<file path="src/rtl/array_feeder_pkg.sv">
// array_feeder_pkg: shared constants for the systolic array feeder
package array_feeder_pkg;
  localparam int DEF_WIDTH = 8;
  localparam int DEF_ROWS = 3;
  localparam int DEF_COLS = 4;
  localparam logic CTL_MAC = 1'b0;
  localparam logic CTL_SHIFT = 1'b1;
  function automatic int drain_latency(input int rows, input int cols);
    return 2 * rows + cols + 1;
  endfunction
endpackage

</file>
<file path="src/rtl/array_feeder_skew_line.sv">
// skew_line: fixed-depth register chain with async active-low clear
module skew_line #(
  parameter int depth = 1,
  parameter int width = 8
) (
  input  logic             clk,
  input  logic             rst,
  input  logic [width-1:0] d,
  output logic [width-1:0] q
);
  logic [width-1:0] sr [depth];
  always_ff @(posedge clk or negedge rst)
    if (!rst) for (int i = 0; i < depth; i++) sr[i] <= '0;
    else begin
      sr[0] <= d;
      for (int i = 1; i < depth; i++) sr[i] <= sr[i-1];
    end
  assign q = sr[depth-1];
endmodule

</file>
<file path="src/rtl/array_feeder.sv">
// array_feeder: skews K-step beats into a rows x cols systolic array and sequences the drain
module array_feeder
  import array_feeder_pkg::*;
#(
  parameter int width = DEF_WIDTH,
  parameter int rows = DEF_ROWS,
  parameter int cols = DEF_COLS
) (
  input  logic                  clk,
  input  logic                  rst,
  input  logic                  s_valid,
  output logic                  s_ready,
  input  logic                  s_last,
  input  logic [cols*width-1:0] s_in,
  input  logic [rows*width-1:0] s_w,
  output logic [cols*width-1:0] ins,
  output logic [rows*width-1:0] ws,
  output logic [rows*cols-1:0]  ctls,
  output logic [cols-1:0]       out_valid,
  output logic                  busy,
  output logic                  done
);
  localparam int LAT = drain_latency(rows, cols);
  localparam int CW = $clog2(2 * rows + cols + 2);
  localparam logic [1:0] IDLE = 2'd0, FEED = 2'd1, FLUSH = 2'd2, DRAIN = 2'd3;
  logic [1:0] state;
  logic armed, accept, draining;
  logic [CW-1:0] cnt, el;
  logic [cols*width-1:0] in_d;
  logic [rows*width-1:0] w_d;
  logic [cols-1:0] shift_col;
  assign s_ready = armed && (state == IDLE || state == FEED);
  assign accept = s_valid && s_ready;
  assign draining = state == FLUSH || state == DRAIN;
  // el counts cycles since the last accepted beat (1 on the cycle after it)
  assign el = CW'(LAT) - cnt;
  assign busy = state != IDLE;
  assign done = state == DRAIN && cnt == '0;
  assign in_d = accept ? s_in : '0;
  assign w_d = accept ? s_w : '0;
  always_ff @(posedge clk or negedge rst)
    if (!rst) begin
      state <= IDLE;
      armed <= 1'b0;
      cnt <= '0;
    end else begin
      armed <= 1'b1;
      if (accept && s_last) begin
        state <= FLUSH;
        cnt <= CW'(LAT - 1);
      end else if (accept) state <= FEED;
      else if (state == FLUSH) begin
        cnt <= cnt - 1'b1;
        if (el == CW'(rows + cols - 1)) state <= DRAIN;
      end else if (state == DRAIN) begin
        cnt <= cnt - 1'b1;
        if (cnt == '0) state <= IDLE;
      end
    end
  genvar c, r;
  generate
    for (c = 0; c < cols; c++) begin : g_col
      skew_line #(.depth(c + 1), .width(width)) u_skew (
        .clk(clk), .rst(rst), .d(in_d[c*width+:width]), .q(ins[c*width+:width])
      );
      assign shift_col[c] = draining && el >= CW'(rows + c + 1) && el <= CW'(2 * rows + c);
      assign out_valid[c] = draining && el >= CW'(rows + c + 2) && el <= CW'(2 * rows + c + 1);
      for (r = 0; r < rows; r++) begin : g_pe
        assign ctls[r*cols+c] = shift_col[c] ? CTL_SHIFT : CTL_MAC;
      end
    end
    for (r = 0; r < rows; r++) begin : g_row
      skew_line #(.depth(r + 1), .width(width)) u_skew (
        .clk(clk), .rst(rst), .d(w_d[r*width+:width]), .q(ws[r*width+:width])
      );
    end
  endgenerate
endmodule

</file>
<file path="config.mk">
export PLATFORM = sky130hd
export DESIGN_NAME = array_feeder
export DESIGN_NICKNAME = d
export VERILOG_FILES = /design/src/rtl/array_feeder_pkg.sv /design/src/rtl/array_feeder_skew_line.sv /design/src/rtl/array_feeder.sv
export SDC_FILE = /design/constraint.sdc
export NUM_CORES = 1
export LEC_CHECK = 0
export CORE_ASPECT_RATIO = 1.5
export CORE_MARGIN = 2
export CORE_UTILIZATION = 50
export DETAILED_ROUTE_END_ITERATION = 8
export HOLD_SLACK_MARGIN = 0.08
export PLACE_DENSITY = 0.83
export SLEW_MARGIN = 20
export SYNTH_ARGS = -nofsm -noshare
export SYNTH_HDL_FRONTEND = slang
export SYNTH_SLANG_ARGS = --single-unit
</file>
<file path="constraint.sdc">
create_clock -name clk -period 4.1 [get_ports clk]
set_input_delay 0.615 -clock clk [delete_from_list [all_inputs] [get_ports clk]]
set_output_delay 0.615 -clock clk [all_outputs]
set_load 0.03 [all_outputs]
</file>
* Word level (Yosys, flattened, before mapping)
Cells that the tools add are included.
Operators by class: add/subtract/negate cells 2, $lt $le $gt $ge 10, equality and inequality tests 6, muxes and demuxes 16, reductions and logical operators 24
Operators with widths (count):
- two-way mux 32 bit | 1
- two-way mux 24 bit | 1
- greater-or-equal comparator 4 x 3 -> 1 bit (second input constant) | 4
- two-way mux 4 bit | 4
- logical AND 1 bit | 14
- less-or-equal comparator 4 bit (second input constant) | 3
- two-way mux 2 bit | 6
- less-or-equal comparator 4 x 3 -> 1 bit (second input constant) | 2
- nonzero test 4 bit | 2
- == test 2 bit (second input constant) | 2
- == test 4 x 3 -> 1 bit (second input constant) | 1
- greater-or-equal comparator 4 bit (second input constant) | 1
- logical NOT 4 bit | 1
- two-way mux 1 bit | 4
- inequality test 4 x 3 -> 1 bit (second input constant) | 1
- subtractor 4 x 1 -> 4 bit (second input constant) | 1
- subtractor 4 bit (first input constant) | 1
- AND reduction 3 bit | 1
- nonzero test 3 bit | 1
- == test 2 x 1 -> 1 bit (second input constant) | 1
- logical NOT 2 bit | 1
- logical OR 1 bit | 2
- inequality test 2 x 1 -> 1 bit (second input constant) | 1
- AND reduction 2 bit | 1
- nonzero test 2 bit | 1
Storage, ports and cells: register bits 135, input bits 60, output and inout bits 75, word-level logic and storage cells 77

* Longest topological paths before layout
Gate-level depths: netlist (run 1).
word-level depth 7, depth in mapped cells 7, depth with buffers taken out 5

* Cells and area by module
From an unflattened synthesis (run 1), not the netlist that was laid out.
Second synthesis, totals: cells, all modules 309, area total of the unflattened synthesis 4586.9 um2
Modules (own cells, without submodules):
- skew_line at g_col[2].u_skew ... | instances 2, cells an instance 32, area each 660.6 um2, seq. area each 600.6 um2
- array_feeder | instances 1, cells an instance 141, area each 1083.5 um2, seq. area each 175.2 um2
- skew_line at g_col[1].u_skew ... | instances 2, cells an instance 24, area each 460.4 um2, seq. area each 400.4 um2
- skew_line at g_col[3].u_skew | instances 1, cells an instance 40, area each 860.8 um2, seq. area each 800.8 um2
- skew_line at g_col[0].u_skew ... | instances 2, cells an instance 8, area each 200.2 um2, seq. area each 200.2 um2

* Least setup slack after synthesis (run 1)
No wires, ideal clock.
path type register to output, from register cnt[2], to output port ctls[11], arrival 2.274 ns, data required time 3.485 ns, path slack 1.211 ns, stages on the path, launching flop included 7, buffers on the path 1, cells stage by stage dfrtp_1 inv_1 ha_1 nor2b_1 a2bb2oi_1 a211oi_1 buf_4
On the way: word-level cells in the longest chain between the ends 5, elaborated cells between the ends (all ways) 6, classes of those cells add/sub (1); order compare (2); mux (1); reduce/logical (2)
RTL lines:
- start: declaration | RTL line array_feeder.sv:28 | logic [CW-1:0] cnt, el;
- start signal: assignment | RTL line array_feeder.sv:50 | cnt <= CW'(LAT - 1);
- start signal: assignment | RTL line array_feeder.sv:53 | cnt <= cnt - 1'b1;
- start signal: assignment | RTL line array_feeder.sv:56 | cnt <= cnt - 1'b1;
- subtractor 4 bit (*) | RTL line array_feeder.sv:36 | assign el = CW'(LAT) - cnt;
- greater-or-equal comparator 4 x 3 -> 1 bit | RTL line array_feeder.sv:66 | assign shift_col[c] = draining && el >= CW'(rows + c + 1) && el <= CW'(2 * rows + c);
- logical AND 1 bit | RTL line array_feeder.sv:66
- logical AND 1 bit (*) | RTL line array_feeder.sv:66
- two-way mux 1 bit (*)
- end: declaration | RTL line array_feeder.sv:18 | output logic [rows*cols-1:0] ctls,
Mark *: on every way between the ends. The rest lies on a longest branch, timed or not.

* Worst setup path in the final report (run 1)
from register cnt[2], to output port ctls[2]
On the way: word-level cells in the longest chain between the ends 5, elaborated cells between the ends (all ways) 6, classes of those cells add/sub (1); order compare (2); mux (1); reduce/logical (2)
RTL lines:
- subtractor 4 bit (*) | RTL line array_feeder.sv:36
- greater-or-equal comparator 4 x 3 -> 1 bit | RTL line array_feeder.sv:66
- logical AND 1 bit | RTL line array_feeder.sv:66
- logical AND 1 bit (*) | RTL line array_feeder.sv:66
- two-way mux 1 bit (*) | RTL line array_feeder.sv:69 | assign ctls[r*cols+c] = shift_col[c] ? CTL_SHIFT : CTL_MAC;
Marked as above.

==> metrics.md, run 1 <==
| Metric | Value |
|---|---|
| Vias in the first global route | 2607 |
| Area grow syn2layout | 36.29% |
| Clock transition at path regs | 0.05 ns |
| Critical Setup Path Class | reg2out |
| DR WL/cell | 15.69 microns |
| Die Y | 120.5 microns |
| Worst-path fanout max | 8 |
| Final hold violations | 0 |
| Measured slew at the worst slew-check pin | 0.9640 ns |
| Min Tclk post-route | 3.498 ns |
| Vias per cell | 4.588 |
| Die area | 9839 sq um |
| Row count | 42 |
| Reg2reg path depth | 3 |
| Mapped Avg Cell Area | 14.88 sq um |
| Min-delay worst type | in2async |
| Fin Setup TNS | 0 ns |
| DRC | 0 |
| Critical Path End Type | primary output |
| Req. time, crit path | 3.48 ns |
| Yosys Warn Count | 0 |
| Critical Path AT | 2.88 ns |
| Post-Route WL | 8192 microns |
| # diodes | 0 |
| CTS Sinks | 135 |
| Clk_skew | 0.009844 ns |
| IO buf count | 134 |
| Most common flop cell mapped by yosys | dfrtp_1 |
| Initial antenna violation count | 0 |
| Vias | 2395 |
| DRT antenna net count | 0 |
| GRT overflow | 0 |
| Io pins | 135 |
| Clock latency on the worst-skew pair | 0.40 ns |
| Cells after Synth | 304 |
| Status | complete, no violations |
| Initial Utilization | 51.23% |
| Clock Tree Root | clkbuf_16 |
| RR Startpoint | state[1]$_DFFE_PN0P_ |
| Startpoint types | register |
| Pleak | 2.984 nW |
| RSZ-0062 raised after global routing | no |
| Fin. max-slew vios | 0 |
| Power per Cell Area | 642.8 nW/um^2 |
| Setup Buffers After CTS | 0 |
| PostCTS Resize Cnt | 0 |
| Pin count of the biggest net entering global routing | 101 |
| Share of post-route cells with drive strength above 1 | 8.010% |
| Worst slew margin | 35.73% |
| Max-cap viol count | 0 |
| Worst R2R Setup Slack | 2.04 ns |
| FMAX | 285.8 MHz |
| Register area share after synthesis | 74.69% |
| Mapped Nets | 372 |
| Mapped cell area | 4523 sq um |
| DP HPWL | 5363 microns |
| Die width | 81.66 microns |
| Global-route usage over all layers | 18.29% |
| First-pass GRT wire length | 12920 microns |
| Asr flop ratio synth | 100.0% |
| Final nets | 468 |
| Total CTS buffers | 17 |
| CTS Hold Bufs | 0 |
| Core area | 8828 sq um |
| Pre-Repair DR Iteration Count | 4 |
| Min Hold Slack | 0.2947 ns |
| Cell variety after synth | 30 |
| Final setup viols | 0 |
| Detailed Route Iter0 Violations | 116 |
| Crit Reg-Reg Endpoint | g_row[1].u_skew.sr[11]$_DFF_PN0_ |
| Number of H-tree levels | 4 |
| Max clock buf depth | 2 |
| VDD IR max | 0.6564 mV |
| Post-synth EDFFs | 0 |
| Number of synthesized register bits | 135 |
| RD Place Congestion | 0.8736 |
| Tcrit/Tclk final | 85.33% |
| CTS tree | done |
-- sequential cells by signal, summed over array words and instances, names as in the netlist --
name,flops
armed,1
cnt,4
state,2
g_col.u_skew.sr,48
g_row.u_skew.sr,24
g_row.u_skew.q,24
g_col.u_skew.q,32
-- worst max path at each step --
stage	to	cells after the start	start	slack, ns
3_3_place_gp	ctls[2]	6	cnt[2]$_DFFE_PN0P_	1.19
4_1_cts	ctls[6]	6	cnt[2]$_DFFE_PN0P_	0.63
5_1_grt	ctls[6]	6	cnt[2]$_DFFE_PN0P_	0.53
2_1_floorplan	ctls[11]	6	cnt[2]$_DFFE_PN0P_	1.21
6_report	ctls[2]	6	cnt[2]$_DFFE_PN0P_	0.60
3_5_place_dp	ctls[6]	6	cnt[2]$_DFFE_PN0P_	1.07
-- per-stage QoR --
step / area (sq um) / worst slack, ns / total power [mW] / util [%] / instances
after CTS: 6165 / 0.6298 / 4.006 / 69.83 / 522
after global placement: 5580 / 1.187 / 2.488 / 63.21 / 491
after global routing: 6165 / 0.5323 / 4.139 / 69.83 / 522
after detailed placement: 5580 / 1.071 / 2.521 / 63.21 / 491
after floorplan: 4523 / 1.211 / 2.223 / - / 304
final: 6165 / 0.6016 / 3.963 / 69.83 / 522
-- worst max-delay path, stage by stage, from the launching register on --
cell and delay [ns]:
dfrtp_1 0.51, inv_1 0.14, ha_1 0.44, nand2_1 0.11
or3_1 0.37, o31ai_1 0.14, clkdlybuf4s50_1 0.77
-- area by class of cell --
cell class / instances / area, sq um
inverters: 5 / 18.77
clock inverters: 8 / 96.34
multi-input cells: 105 / 688.2
flip-flops and latches: 135 / 3378
fillers: 608 / 2664
repair buffers: 136 / 1358
well taps: 110 / 137.6
clock buffers: 23 / 488.0
-- kinds of logic after synthesis --
logic type,synth area share [%]
AO/OA/AOI/OAI,2.130
XOR/XNOR,0.3873
adder cells (fa/ha/maj),2.213
buffers and inverters,10.10
flip-flops,74.69
other,0.08291
AND/OR/NAND/NOR,10.40
-- cells in the mapped netlist, types with 2 or more instances --
library cell	instances	area, sq um
dfrtp_1	135	3378
and2_1	56	350.3
buf_4	51	382.9
nand2_1	11	41.29
ha_1	8	100.1
inv_1	5	18.77
a21oi_1	3	15.01
buf_6	3	33.78
clkbuf_1	3	11.26
nor2_1	3	11.26
buf_2	2	10.01
nand3_1	2	10.01
nor2b_1	2	12.51
o21ai_0	2	10.01
o22ai_1	2	12.51
xnor2_1	2	17.52
-- placed cells by master (no fill, tap or decap), drive strengths merged, types with 2 or more instances in the layout --
cell type / n
dfrtp: 135
clkdlybuf4s50: 133
and2: 56
clkbuf: 23
nand2: 11
ha: 8
inv: 5
clkinv: 5
nor2: 3
a21oi: 3
buf: 3
nor2b: 2
o22ai: 2
nand3: 2
o21ai: 2
xnor2: 2
bufinv: 2
-- power by group --
| group | switching (mW) | internal, mW | total, mW |
|---|---|---|---|
| sequential | 0.0910 | 1.45 | 1.54 |
| combinational | 0.555 | 0.407 | 0.963 |
| clock | 0.503 | 0.952 | 1.46 |
-- routing by layer --
| metal | GRT usage [%] | part of all wire [%] | vias up |
|---|---|---|---|
| met1 | 19.48 | 35 | 1202 |
| met5 | 0 | 0 | - |
| li1 | - | - | 1089 |
| met3 | 7.164 | 6.0 | 8 |
| met4 | 8.229 | 1.6 | 0 |
| met2 | 31.30 | 57 | 96 |
No activity file was read; power rests on OpenSTA's default activity.
==> run 2: changes to the inputs <==
--- a/config.mk
+++ b/config.mk
@@ -11,6 +11,7 @@
 export DETAILED_ROUTE_END_ITERATION = 8
 export HOLD_SLACK_MARGIN = 0.08
 export PLACE_DENSITY = 0.83
+export SKIP_LAST_GASP = 1
 export SLEW_MARGIN = 20
 export SYNTH_ARGS = -nofsm -noshare
 export SYNTH_HDL_FRONTEND = slang
==> results of run 2 <==
No change in the layout: final DEF, timing and power equal those of run 1.
